**src/rtl/gemm_ctrl_pkg.sv**
```systemverilog
// Shared widths and the issue-tag record for the GEMM issue controller.
package gemm_ctrl_pkg;

    localparam int ELEM_W           = 32;
    localparam int MAT_W            = 128;
    localparam int CORE_LAT_DEFAULT = 6;
    localparam int NUM_REQ_DEFAULT  = 4;
    localparam int ID_W             = $clog2(NUM_REQ_DEFAULT);

    // One entry of the tag pipe that shadows the core pipeline.
    typedef struct packed {
        logic            valid;
        logic [ID_W-1:0] id;
    } tag_t;

endpackage

```
**src/rtl/gemm_rr_arbiter.sv**
```systemverilog
// Round-robin arbiter: search starts at the pointer; the pointer moves past the
// granted index only when the caller strobes advance.
module gemm_rr_arbiter #(
    parameter  int NUM_REQ = 4,
    localparam int IDX_W   = $clog2(NUM_REQ)
) (
    input  logic               clk,
    input  logic               rst,
    input  logic [NUM_REQ-1:0] req,
    input  logic               advance,
    output logic [NUM_REQ-1:0] grant,
    output logic [IDX_W-1:0]   grant_idx
);

    logic [IDX_W-1:0] ptr;
    logic [IDX_W-1:0] idx_hi;
    logic [IDX_W-1:0] idx_lo;
    logic             found_hi;
    logic             found_lo;

    // Lowest requester at or above the pointer wins; otherwise wrap to the lowest overall.
    always_comb begin
        found_hi  = 1'b0;
        found_lo  = 1'b0;
        idx_hi    = '0;
        idx_lo    = '0;
        grant     = '0;
        for (int i = NUM_REQ - 1; i >= 0; i--) begin
            if (req[i] && (IDX_W'(i) >= ptr)) begin
                found_hi = 1'b1;
                idx_hi   = IDX_W'(i);
            end
            if (req[i]) begin
                found_lo = 1'b1;
                idx_lo   = IDX_W'(i);
            end
        end
        grant_idx = found_hi ? idx_hi : idx_lo;
        for (int i = 0; i < NUM_REQ; i++) begin
            grant[i] = found_lo && (grant_idx == IDX_W'(i));
        end
    end

    always_ff @(posedge clk or negedge rst) begin
        if (!rst) begin
            ptr <= '0;
        end else if (advance) begin
            ptr <= (grant_idx == IDX_W'(NUM_REQ - 1)) ? '0 : grant_idx + 1'b1;
        end
    end

endmodule

```
**src/rtl/gemm_issue_ctrl.sv**
```systemverilog
// Issue scheduler for the fixed-latency 2x2 GEMM core with credit-guarded result FIFO.
// Optional statistics counters are built when GEMM_ISSUE_CTRL_STATS_EN is defined.
module gemm_issue_ctrl
    import gemm_ctrl_pkg::*;
#(
    parameter  int NUM_REQ    = NUM_REQ_DEFAULT,
    parameter  int FIFO_DEPTH = 8,
    parameter  int CORE_LAT   = CORE_LAT_DEFAULT,
    localparam int IDW        = $clog2(NUM_REQ),
    localparam int CNT_W      = $clog2(FIFO_DEPTH + 1),
    localparam int PTR_W      = $clog2(FIFO_DEPTH)
) (
    input  logic                     clk,
    input  logic                     rst,
    input  logic [NUM_REQ-1:0]       req_valid,
    output logic [NUM_REQ-1:0]       req_ready,
    input  logic [NUM_REQ*MAT_W-1:0] req_a,
    input  logic [NUM_REQ*MAT_W-1:0] req_b,
    output logic [MAT_W-1:0]         core_a,
    output logic [MAT_W-1:0]         core_b,
    input  logic [MAT_W-1:0]         core_out,
    output logic                     res_valid,
    input  logic                     res_ready,
    output logic [MAT_W-1:0]         res_data,
    output logic [IDW-1:0]           res_id,
    output logic                     busy
`ifdef GEMM_ISSUE_CTRL_STATS_EN
    ,
    output logic [31:0]              stat_issued,
    output logic [31:0]              stat_stall
`endif
);

    // Handshakes: a transfer happens on a rising edge where valid and ready are both high.
    // req_ready depends combinationally on req_valid (the grant) and the credit count;
    // res_valid depends only on FIFO state, never on res_ready.

    logic [NUM_REQ-1:0] grant;
    logic [IDW-1:0]     grant_idx;
    logic               can_issue;
    logic               issue;
    logic               push;
    logic               pop;
    logic [CNT_W-1:0]   outstanding;
    logic [CNT_W-1:0]   count;
    logic [PTR_W-1:0]   wr_ptr;
    logic [PTR_W-1:0]   rd_ptr;
    tag_t               tags [CORE_LAT];
    logic [MAT_W-1:0]   data_mem [FIFO_DEPTH];
    logic [IDW-1:0]     id_mem [FIFO_DEPTH];

    gemm_rr_arbiter #(.NUM_REQ(NUM_REQ)) u_arb (
        .clk       (clk),
        .rst       (rst),
        .req       (req_valid),
        .advance   (issue),
        .grant     (grant),
        .grant_idx (grant_idx)
    );

    assign can_issue = (outstanding < CNT_W'(FIFO_DEPTH));
    assign req_ready = grant & {NUM_REQ{can_issue}};
    assign issue     = |(req_valid & req_ready);
    assign push      = tags[CORE_LAT-1].valid;
    assign pop       = res_valid && res_ready;

    // The core sees zeros whenever nothing issues, so idle cycles are recognisable.
    always_comb begin
        core_a = '0;
        core_b = '0;
        for (int i = 0; i < NUM_REQ; i++) begin
            if (issue && grant[i]) begin
                core_a = req_a[i*MAT_W +: MAT_W];
                core_b = req_b[i*MAT_W +: MAT_W];
            end
        end
    end

    // The last tag stage lines up with core_out; a valid tag there means capture next edge.
    always_ff @(posedge clk or negedge rst) begin
        if (!rst) begin
            for (int s = 0; s < CORE_LAT; s++) begin
                tags[s] <= '0;
            end
        end else begin
            tags[0] <= '{valid: issue, id: ID_W'(grant_idx)};
            for (int s = 1; s < CORE_LAT; s++) begin
                tags[s] <= tags[s-1];
            end
        end
    end

    always_ff @(posedge clk) begin
        if (push) begin
            data_mem[wr_ptr] <= core_out;
            id_mem[wr_ptr]   <= IDW'(tags[CORE_LAT-1].id);
        end
    end

    always_ff @(posedge clk or negedge rst) begin
        if (!rst) begin
            wr_ptr      <= '0;
            rd_ptr      <= '0;
            count       <= '0;
            outstanding <= '0;
        end else begin
            if (push) wr_ptr <= wr_ptr + 1'b1;
            if (pop)  rd_ptr <= rd_ptr + 1'b1;
            if (push && !pop) begin
                count <= count + 1'b1;
            end else if (!push && pop) begin
                count <= count - 1'b1;
            end
            // A credit is held from issue until the result leaves the FIFO.
            if (issue && !pop) begin
                outstanding <= outstanding + 1'b1;
            end else if (!issue && pop) begin
                outstanding <= outstanding - 1'b1;
            end
        end
    end

    assign res_valid = (count != '0);
    assign res_data  = res_valid ? data_mem[rd_ptr] : '0;
    assign res_id    = res_valid ? id_mem[rd_ptr] : '0;
    assign busy      = (outstanding != '0);

`ifdef GEMM_ISSUE_CTRL_STATS_EN
    always_ff @(posedge clk or negedge rst) begin
        if (!rst) begin
            stat_issued <= '0;
            stat_stall  <= '0;
        end else begin
            if (issue && (stat_issued != '1)) stat_issued <= stat_issued + 32'd1;
            if ((|req_valid) && !can_issue && (stat_stall != '1)) stat_stall <= stat_stall + 32'd1;
        end
    end
`endif

endmodule
```
**config.mk**
```make
export PLATFORM = sky130hd
export DESIGN_NAME = gemm_issue_ctrl
export DESIGN_NICKNAME = d
export VERILOG_FILES = /design/src/rtl/gemm_ctrl_pkg.sv /design/src/rtl/gemm_rr_arbiter.sv /design/src/rtl/gemm_issue_ctrl.sv
export SDC_FILE = /design/constraint.sdc
export NUM_CORES = 1
export LEC_CHECK = 0
export ABC_AREA = 0
export ABC_CLOCK_PERIOD_IN_PS = 9600
export CORE_AREA = 3 3 607 609
export DETAILED_ROUTE_END_ITERATION = 8
export DIE_AREA = 0 0 610 612
export GPL_ROUTABILITY_DRIVEN = 0
export PLACE_DENSITY = 0.3
export SYNTH_ARGS = -nofsm -noshare
export SYNTH_HDL_FRONTEND = slang
export SYNTH_HIERARCHICAL = 1
export SYNTH_SLANG_ARGS = --single-unit
```
**constraint.sdc**
```tcl
create_clock -name clk -period 9.6 [get_ports clk]
set_input_delay 1.92 -clock clk [delete_from_list [all_inputs] [get_ports clk]]
set_output_delay 1.92 -clock clk [all_outputs]
set_load 0.03 [all_outputs]
```
======== Word-level counts from Yosys, hierarchy flattened ========
Memory sizes are Yosys's and may differ from the RTL's.
Cells that the tools add are included.
storage, ports and cells
  flip-flop bits (word level) ............. 34
  latch bits .............................. 0
  memory bits (writable) .................. 1040
  bits in read-only memories .............. 0
  bits of input ports ..................... 1159
  memories ................................ 2
memories
  name      depth  bits a word  read ports  clocked after Yosys merged registers in  wr ports  RTL line               source
  data_mem  8      128          1           0                                        1         gemm_issue_ctrl.sv:49  logic [MAT_W-1:0] data_mem [FIFO_DEPTH];
  id_mem    8      2            1           0                                        1         gemm_issue_ctrl.sv:50  logic [IDW-1:0] id_mem [FIFO_DEPTH];
cells by class
  $add $sub $neg .......................... 7
  multipliers ............................. 0
  div/mod/pow operators ................... 0
  magnitude comparators ................... 5
  eq/ne operators ......................... 3
  shift operators ......................... 0
  multiplexer cells ....................... 34
  bitwise gates (word level) .............. 2
  reduce and logical (&&, ||, !) cells .... 26
operators by type and width
  kind                                                                    number
  128-bit 2-to-1 mux                                                      9
  2-bit 2-to-1 mux                                                        11
  1-bit logical AND                                                       17
  4-bit 2-to-1 mux                                                        4
  1-bit 2-to-1 mux                                                        10
  4-bit by 1-bit adder with 4-bit output (second input constant)          2
  4-bit bitwise AND                                                       2
  4-bit nonzero test                                                      2
  4-bit by 1-bit subtractor with 4-bit output (second input constant)     2
  3-bit by 1-bit adder with 3-bit output (second input constant)          2
  2-bit equality test (second input constant)                             2
  1-bit by 2-bit >= comparator with 1-bit output (first input constant)   2
  2-bit >= comparator (first input constant)                              2
  4-bit < comparator (second input constant)                              1
  2-bit nonzero test                                                      2
  4-bit OR reduction                                                      1
  1-bit logical NOT                                                       3
  2-bit by 1-bit adder with 2-bit output (second input constant)          1
  2-bit by 1-bit equality test with 1-bit output (second input constant)  1
  2-bit logical NOT                                                       1

======== Depth between registers and ports, before layout ========
Gate-level depths: netlist of the first run.
  word-level depth ........................ 17
  depth in mapped cells ................... 17
  depth with buffers taken out ............ 14

======== Modules after synthesis ========
The synthesis of the first run kept the hierarchy.
modules (own cells, without submodules)
  module           instances  cells each  area each (sq um)
  gemm_issue_ctrl  1          3400        49951.7
  gemm_rr_arbiter  1          27          250.2

======== Least setup slack after synthesis of the first run ========
OpenSTA, ideal clock, no wires.
  kind .................................... reg2reg
  start point ............................. register wr_ptr[1]
  end point ............................... memory data_mem[0][0] (enable)
  data arrival time ....................... 9.349 ns
  required time ........................... 8.822 ns
  slack ................................... -0.527 ns
  cell stages (with the launch flop) ...... 3
  path buffers ............................ 0
  period minus slack after synthesis ...... 10.127 ns
  cell sequence ........................... dfrtp_1 -> nand2b_1 -> nor3_1
RTL lines
  element                   RTL line                source
  start: declaration        gemm_issue_ctrl.sv:46   logic [PTR_W-1:0] wr_ptr;
  start signal: assignment  gemm_issue_ctrl.sv:107  if (push) wr_ptr <= wr_ptr + 1'b1;
  end: declaration          gemm_issue_ctrl.sv:49
Straight into the memory's write port.

======== Worst setup path after layout of the first run ========
  start point ............................. input port req_valid[0]
  end point ............................... output port core_b[100]
between the ends
  word-level cells in the longest chain between the ends .. 13
ends and longest elaborated chain
  element                                                      RTL line               source
  start: declaration                                           gemm_issue_ctrl.sv:15  input logic [NUM_REQ-1:0] req_valid,
  1-bit logical AND                                            gemm_rr_arbiter.sv:29  if (req[i] && (IDX_W'(i) >= ptr)) begin
  2-bit 2-to-1 mux / 1-bit 2-to-1 mux (equally long branches)  gemm_rr_arbiter.sv:29
  2-bit 2-to-1 mux *                                           gemm_rr_arbiter.sv:38  grant_idx = found_hi ? idx_hi : idx_lo;
  net grant_idx[0]                                             gemm_issue_ctrl.sv:39  logic [IDW-1:0] grant_idx;
  2-bit equality test *                                        gemm_rr_arbiter.sv:40  grant[i] = found_lo && (grant_idx == IDX_W'(i));
  1-bit logical AND *                                          gemm_rr_arbiter.sv:40
  net grant[2]                                                 gemm_issue_ctrl.sv:38  logic [NUM_REQ-1:0] grant;
  4-bit bitwise AND                                            gemm_issue_ctrl.sv:62  assign req_ready = grant & {NUM_REQ{can_issue}};
  4-bit bitwise AND                                            gemm_issue_ctrl.sv:63  assign issue = |(req_valid & req_ready);
  4-bit OR reduction                                           gemm_issue_ctrl.sv:63
  1-bit logical AND                                            gemm_issue_ctrl.sv:72  if (issue && grant[i]) begin
  128-bit 2-to-1 mux (3 in a row)                              gemm_issue_ctrl.sv:72
  128-bit 2-to-1 mux *                                         gemm_issue_ctrl.sv:72
  end: declaration                                             gemm_issue_ctrl.sv:20  output logic [MAT_W-1:0] core_b,
Mark *: on every way through the listed nets, which the timed path passes. The rest lies on a longest branch.

==> out/qor.txt, run 1 <==
result of the run: complete, no violations
Pwr per Cell Area: 302.3 nW/um2
port bufs: 1550
number of routed nets with antenna violations: 0
Site Rows: 221
worst flop-to-flop path endpoint: outstanding[3]
worst path bufs/invs: 6
number of design rule violations left after detail routing: 0
biggest fanout along the worst timing path: 34
category of cells accounting for the largest share of critical-path delay: buffers and inverters
Num CTS Buffers: 111
HPWL after DPL: 312400 um
CP max stage cell: clkdlybuf4s50_1
maximum number of pins on one net before global-route repair: 114
height of the chip: 612 um
post-layout utilization of the core: 0.2085
worst reg2reg path depth: 14
logic depth of the worst setup path including buffers: 13
share of final-layout standard cells stronger than drive strength 1: 0.1153
slowest stage delay, CP: 0.81 ns
mean routed wirelength per cell: 39.64 um
growth of design area from synthesis to finish: 50.66%
fin crit period: 8.737 ns
maximum vdd drop: 0.3183 mV
sequential share of the synthesized area: 0.6390
Post-CTS Hold Fix Bufs: 0
most common cell after layout, fill and taps aside: clkdlybuf4s50_1
die footprint: 373300 um2
commonest cells after routing, fill and taps aside: 1544 x clkdlybuf4s50_1, 1040 x edfxtp_1, 519 x a21oi_1
CTS tree: yes
initial antenna violation count: 263
maximum buffer depth of the clock tree: 3
Worst R2R Start: u_arb/ptr[1]
setup fix buffers added after clock tree synthesis: 0
count of unique library cells instantiated by Yosys: 40
post-CTS sizing: 0
flops & latches, synth: 1074
area inside the core boundary: 362800 um2
depth of the CTS H-tree: 3
post-detailed-route via-to-cell ratio: 4.144
final setup fails: 0
Max-Cap Viols: 0
violation count after the first detailed-routing iteration: 3874
pins over their slew limit: 0
worst-margin pin slew: 1.180 ns
max frequency: 114.5 MHz
Tcrit/Tclk final: 0.9101
launch instance of the worst min-delay path: tags[17]
wire length of the first global-routing pass: 484600 um
worst clock skew on the final layout: 0.04016 ns
overall routed net length: 390700 um
LEAKAGE: 23.90 nW
global router's overall resource usage: 0.2011
number of detailed-route iterations in the first pass: 6
clock slew at reported path FFs: 0.06 ns
critical path, cell by cell: clkdlybuf4s50_1, nor3b_1, a221oi_2, inv_1, ha_1, nor2b_4, buf_12, buf_4, buf_4, a21oi_1, a221o_1, a21oi_1, clkdlybuf4s50_1
clock sink count: 1074
WP data arrival: 6.82 ns
number of synthesis warnings: 6
startpoint type of the worst setup path: input pin
worst hold-check path type: reg2reg
# IOs: 1551
synthesized area per cell: 14.65 um2
Die Wd: 610 um
flop-to-flop setup slack: 5.08 ns
CP Capture Point: core_b[100]
headroom to the max-slew limit: 0.2133
nature of the critical path endpoint: output pin
total power of the final layout: 22.86 mW
via count of the first global-routing pass: 41350
nets: 6065
starting utilization of the core area: 0.1384
required time reported for the critical path endpoint: 7.68 ns
post-synthesis net count: 4600
post-synthesis instance total: 3427
synthesized area: 50200 um2
launch point of the critical path: req_valid[0]
Sum Neg Setup Slack: 0 ns
Skew-Pair Late Insertion Delay: 0.72 ns
total global routing overflow: 0
Clock Root Buffer: clkbuf_16
overall via count from detail_route: 40850
type of the worst setup path: in2out
Hold Fails Final Rpt: 0
unrepaired setup endpoints after global routing: false
==> layer usage <==
metal | vias up | global-route usage | routed length (um)
met5 | - | 0 | 344
met3 | 727 | 0.08200 | 38010
met4 | 50 | 0.09074 | 20910
li1 | 16590 | - | -
met2 | 2234 | 0.3426 | 189400
met1 | 21240 | 0.2178 | 142000
==> report_power, final <==
group,internal [mW],total [mW],switching [mW]
Sequential,5.73,5.93,0.207
Clock,2.47,4.36,1.89
Combinational,4.60,12.6,7.96
Total,12.8,22.9,10.1
==> Yosys cell counts <==
cell type | count | share of area
o22ai_1 | 1 | 0.00012
a221o_1 | 256 | 0.051
nor3_1 | 4 | 0.00040
a21bo_1 | 1 | 0.00020
dfrtp_1 | 34 | 0.017
mux4_2 | 260 | 0.12
nor4_1 | 1 | 0.00012
buf_1 | 14 | 0.0010
mux2i_1 | 3 | 0.00060
nand3_1 | 5 | 0.00050
edfxtp_1 | 1040 | 0.62
nand3b_1 | 258 | 0.039
fa_1 | 2 | 0.00080
xnor2_1 | 7 | 0.0012
inv_1 | 261 | 0.020
or3_1 | 2 | 0.00025
o22a_2 | 1 | 0.00020
nor3b_1 | 1 | 0.00015
nor2_1 | 8 | 0.00060
and2_1 | 1 | 0.00012
o21ai_0 | 2 | 0.00020
clkbuf_2 | 1 | 0.00010
a2111o_1 | 2 | 0.00045
buf_2 | 55 | 0.0055
a21oi_1 | 519 | 0.052
a221oi_2 | 1 | 0.00030
nand2_1 | 264 | 0.020
buf_6 | 12 | 0.0027
a22o_1 | 131 | 0.023
o21a_1 | 1 | 0.00015
o211ai_1 | 4 | 0.00060
ha_1 | 12 | 0.0030
or2_2 | 1 | 0.00012
xor2_1 | 1 | 0.00017
clkbuf_1 | 239 | 0.018
nand2b_1 | 3 | 0.00037
a221oi_1 | 1 | 0.00017
nor2b_1 | 9 | 0.0011
mux2_2 | 5 | 0.0011
or4_1 | 4 | 0.00060
==> area by class of cell <==
type                       instances  area (um2)
inverter                         261       979.7
multi-input combinational       1771       15900
clock buffer                     149        3033
fill                           39050      287200
timing repair buffer            1673       16810
sequential                      1074       32090
antenna                           75       187.7
tap                             4794        5998
clock inverter                    60       630.6
==> kinds of logic after synthesis <==
group / synth area share
fa+ha+maj: 0.003788
buf+inv: 0.04671
simple gates: 0.06268
compound gates: 0.1280
xor+xnor: 0.001396
flops: 0.6390
mux: 0.1184
==> worst register-to-register path, delay by kind of cell (launching register included) <==
| kind | cells | cell delay (ns) |
|---|---|---|
| AND/OR/NAND/NOR | 3 | 0.82 |
| flip-flops | 1 | 0.47 |
| adder cells (fa/ha/maj) | 3 | 0.80 |
| multiplexers | 1 | 0.17 |
| AO/OA/AOI/OAI | 4 | 1.60 |
| buffers and inverters | 3 | 0.52 |
==> through the flow <==
stage	cell area [um2]	instances	hold WS (ns)	setup slack [ns]
2_1_floorplan	50210	3427	0.3312	2.937
6_report	75630	9857	0.3407	0.8627
4_1_cts	75440	9782	0.3409	0.7438
3_3_place_gp	71780	9573	0.3331	0.6989
3_5_place_dp	71780	9573	0.3347	0.7430
5_1_grt	75570	9833	0.3503	0.6917
==> flip-flops by register name, summed over array words and instances, names as in the netlist <==
signal,cells
id_mem,16
outstanding,4
tags,17
rd_ptr,3
data_mem,1024
u_arb/ptr,2
push,1
count,4
wr_ptr,3
==> how the worst min path moves through the flow <==
stage,cells after the start,to,slack (ns)
global route,0,tags[14],0.35
finish,0,tags[14],0.34
floorplan,0,push,0.33
detailed placement,0,tags[0],0.33
CTS,0,tags[14],0.34
global placement,0,tags[4],0.33
No activity file was read; power rests on OpenSTA's default activity.
==> inputs of run 2 (changes only) <==
==> constraint.sdc (replaced) <==
create_clock -name clk -period 9.6 [get_ports clk]
set_input_delay 1.92 -clock clk [delete_from_list [all_inputs] [get_ports clk]]
set_output_delay 1.92 -clock clk [all_outputs]
set_load 0.02 [all_outputs]
==> run 2 against run 1 <==
Core utilization about the same. Critical path type unchanged. Largest cell class unchanged. Register-to-register slack got worse by 0.13 ns. Sequential cell count unchanged. Fmax decreased by 0.89%. Combinational power decreased by 6%. Largest power group unchanged. Clock skew increased by 0.019 ns. Die area unchanged. Highest routed layer unchanged. Non-clock buffer count decreased by 13. Design area about the same.
==> out/qor.txt, run 2 (same netlist as run 1, synthesis figures left out) <==
result of the run: complete, no violations
Clock Root Buffer: clkbuf_16
fin crit period: 8.816 ns
pins over their slew limit: 0
starting utilization of the core area: 0.1384
clock sink count: 1074
number of detailed-route iterations in the first pass: 6
Num CTS Buffers: 113
CTS tree: yes
fillcell total: 39120
total global routing overflow: 0
area of the multi-input gates: 15900 um2
cell count after placement: 9560
Tcrit/Tclk final: 0.9183
depth of the CTS H-tree: 3
wire length of the first global-routing pass: 485700 um
Pwr per Cell Area: 292.6 nW/um2
most common cell after layout, fill and taps aside: clkdlybuf4s50_1
mean routed wirelength per cell: 39.59 um
commonest cells after routing, fill and taps aside: 1547 x clkdlybuf4s50_1, 1040 x edfxtp_1, 519 x a21oi_1
startpoint type of the worst setup path: input pin
worst-margin pin slew: 1.301 ns
required time reported for the critical path endpoint: 7.68 ns
maximum vdd drop: 0.1894 mV
largest registers: data_mem (1024), tags (17), id_mem (16)
max frequency: 113.4 MHz
port bufs: 1550
global router's overall resource usage: 0.2017
Skew-Pair Late Insertion Delay: 0.72 ns
worst clock skew on the final layout: 0.05926 ns
nets: 6054
Largest register FFs: 1024
Hold Fails Final Rpt: 0
initial antenna violation count: 256
Biggest register: data_mem
WP data arrival: 6.90 ns
post-CTS sizing: 0
clock slew at reported path FFs: 0.06 ns
violation count after the first detailed-routing iteration: 3517
unrepaired setup endpoints after global routing: false
via count of the first global-routing pass: 41520
type of the worst setup path: in2out
worst hold-check path type: reg2reg
post-detailed-route via-to-cell ratio: 4.117
final setup fails: 0
Sum Neg Setup Slack: 0 ns
area inside the core boundary: 362800 um2
maximum buffer depth of the clock tree: 3
growth of design area from synthesis to finish: 50.59%
worst hold margin: 0.3325 ns
overall routed net length: 391500 um
total power of the final layout: 22.12 mW
post-layout utilization of the core: 0.2084
number of design rule violations left after detail routing: 0
nature of the critical path endpoint: output pin
area taken by flip-flops and latches: 32090 um2
height of the chip: 612 um
Max-Cap Viols: 0
share of final-layout standard cells stronger than drive strength 1: 0.1120
Site Rows: 221
HPWL after DPL: 312800 um
setup fix buffers added after clock tree synthesis: 0
Die Wd: 610 um
fin cells: 9889
number of routed nets with antenna violations: 0
Post-CTS Hold Fix Bufs: 0
die footprint: 373300 um2
maximum number of pins on one net before global-route repair: 114
overall via count from detail_route: 40710
# IOs: 1551
LEAKAGE: 23.80 nW
biggest fanout along the worst timing path: 20
headroom to the max-slew limit: 0.1327
## run 2: cell count changes in the layout (fill, tap and decap cells not counted), sizes merged, moves of 2 or more
| cell | change |
|---|---|
| clkbuf | -3 |
| buf | -16 |
| diode | +45 |
| clkinv | +5 |
| clkdlybuf4s50 | +3 |
| clkinvlp | +2 |
| bufinv | -3 |
## run 2: final cells by class
type / instances / share of cell area
diodes: 120 / 0.003972
clock buffers: 146 / 0.04010
clock inverters: 63 / 0.008110
inverters: 261 / 0.01296
multi-input cells: 1771 / 0.2104
flip-flops and latches: 1074 / 0.4245
well taps: 4794 / 0.07934
repair buffers: 1660 / 0.2207
## run 2: routing by layer
metal,track usage,vias up,part of all wire
li1,-,16620,-
met5,0.004779,-,0.0017
met2,0.3332,2113,0.47
met4,0.1079,66,0.064
met3,0.08475,700,0.099
met1,0.2185,21220,0.36
## run 2: metrics by stage
stage | worst slack [ns] | area (um2)
floorplan | 2.937 | 50210
global route | 0.6021 | 75510
global placement | 0.7596 | 71650
detailed placement | 0.7061 | 71650
finish | 0.7842 | 75600
CTS | 0.6748 | 75300
## run 2: report_power, final
group / switching (mW) / internal, mW / total, mW / leakage (nW)
Clock: 1.91 / 2.40 / 4.31 / 1.77
Combinational: 7.29 / 4.57 / 11.9 / 12.2
Sequential: 0.222 / 5.73 / 5.95 / 9.80
Total: 9.42 / 12.7 / 22.1 / 23.8
## run 2: path summary, 6_finish.rpt
| kind | slack [ns] | end | depth (start not counted) | start |
|---|---|---|---|---|
| min | 0.33 | tags[3] | 0 | tags[6] |
| min reg2reg | 0.33 | tags[3] | 0 | tags[6] |
| max | 0.78 | core_b[35] | 10 | req_valid[1] |
| min in group asynchronous | 1.67 | tags[15] | 2 | rst |
| max reg2reg | 4.95 | outstanding[3] | 15 | u_arb/ptr[1] |
| max in group asynchronous | 7.42 | rd_ptr[0] | 2 | rst |
## run 2: worst max-delay path: stages
cell and delay, ns:
clkdlybuf4s50_1 0.59, a21bo_1 0.24, a221oi_2 0.51, ha_1 0.24
nor2b_1 0.42, nor2b_4 0.84, buf_4 0.25, nand2_1 0.06
a21oi_1 0.97, clkdlybuf4s50_1 0.81
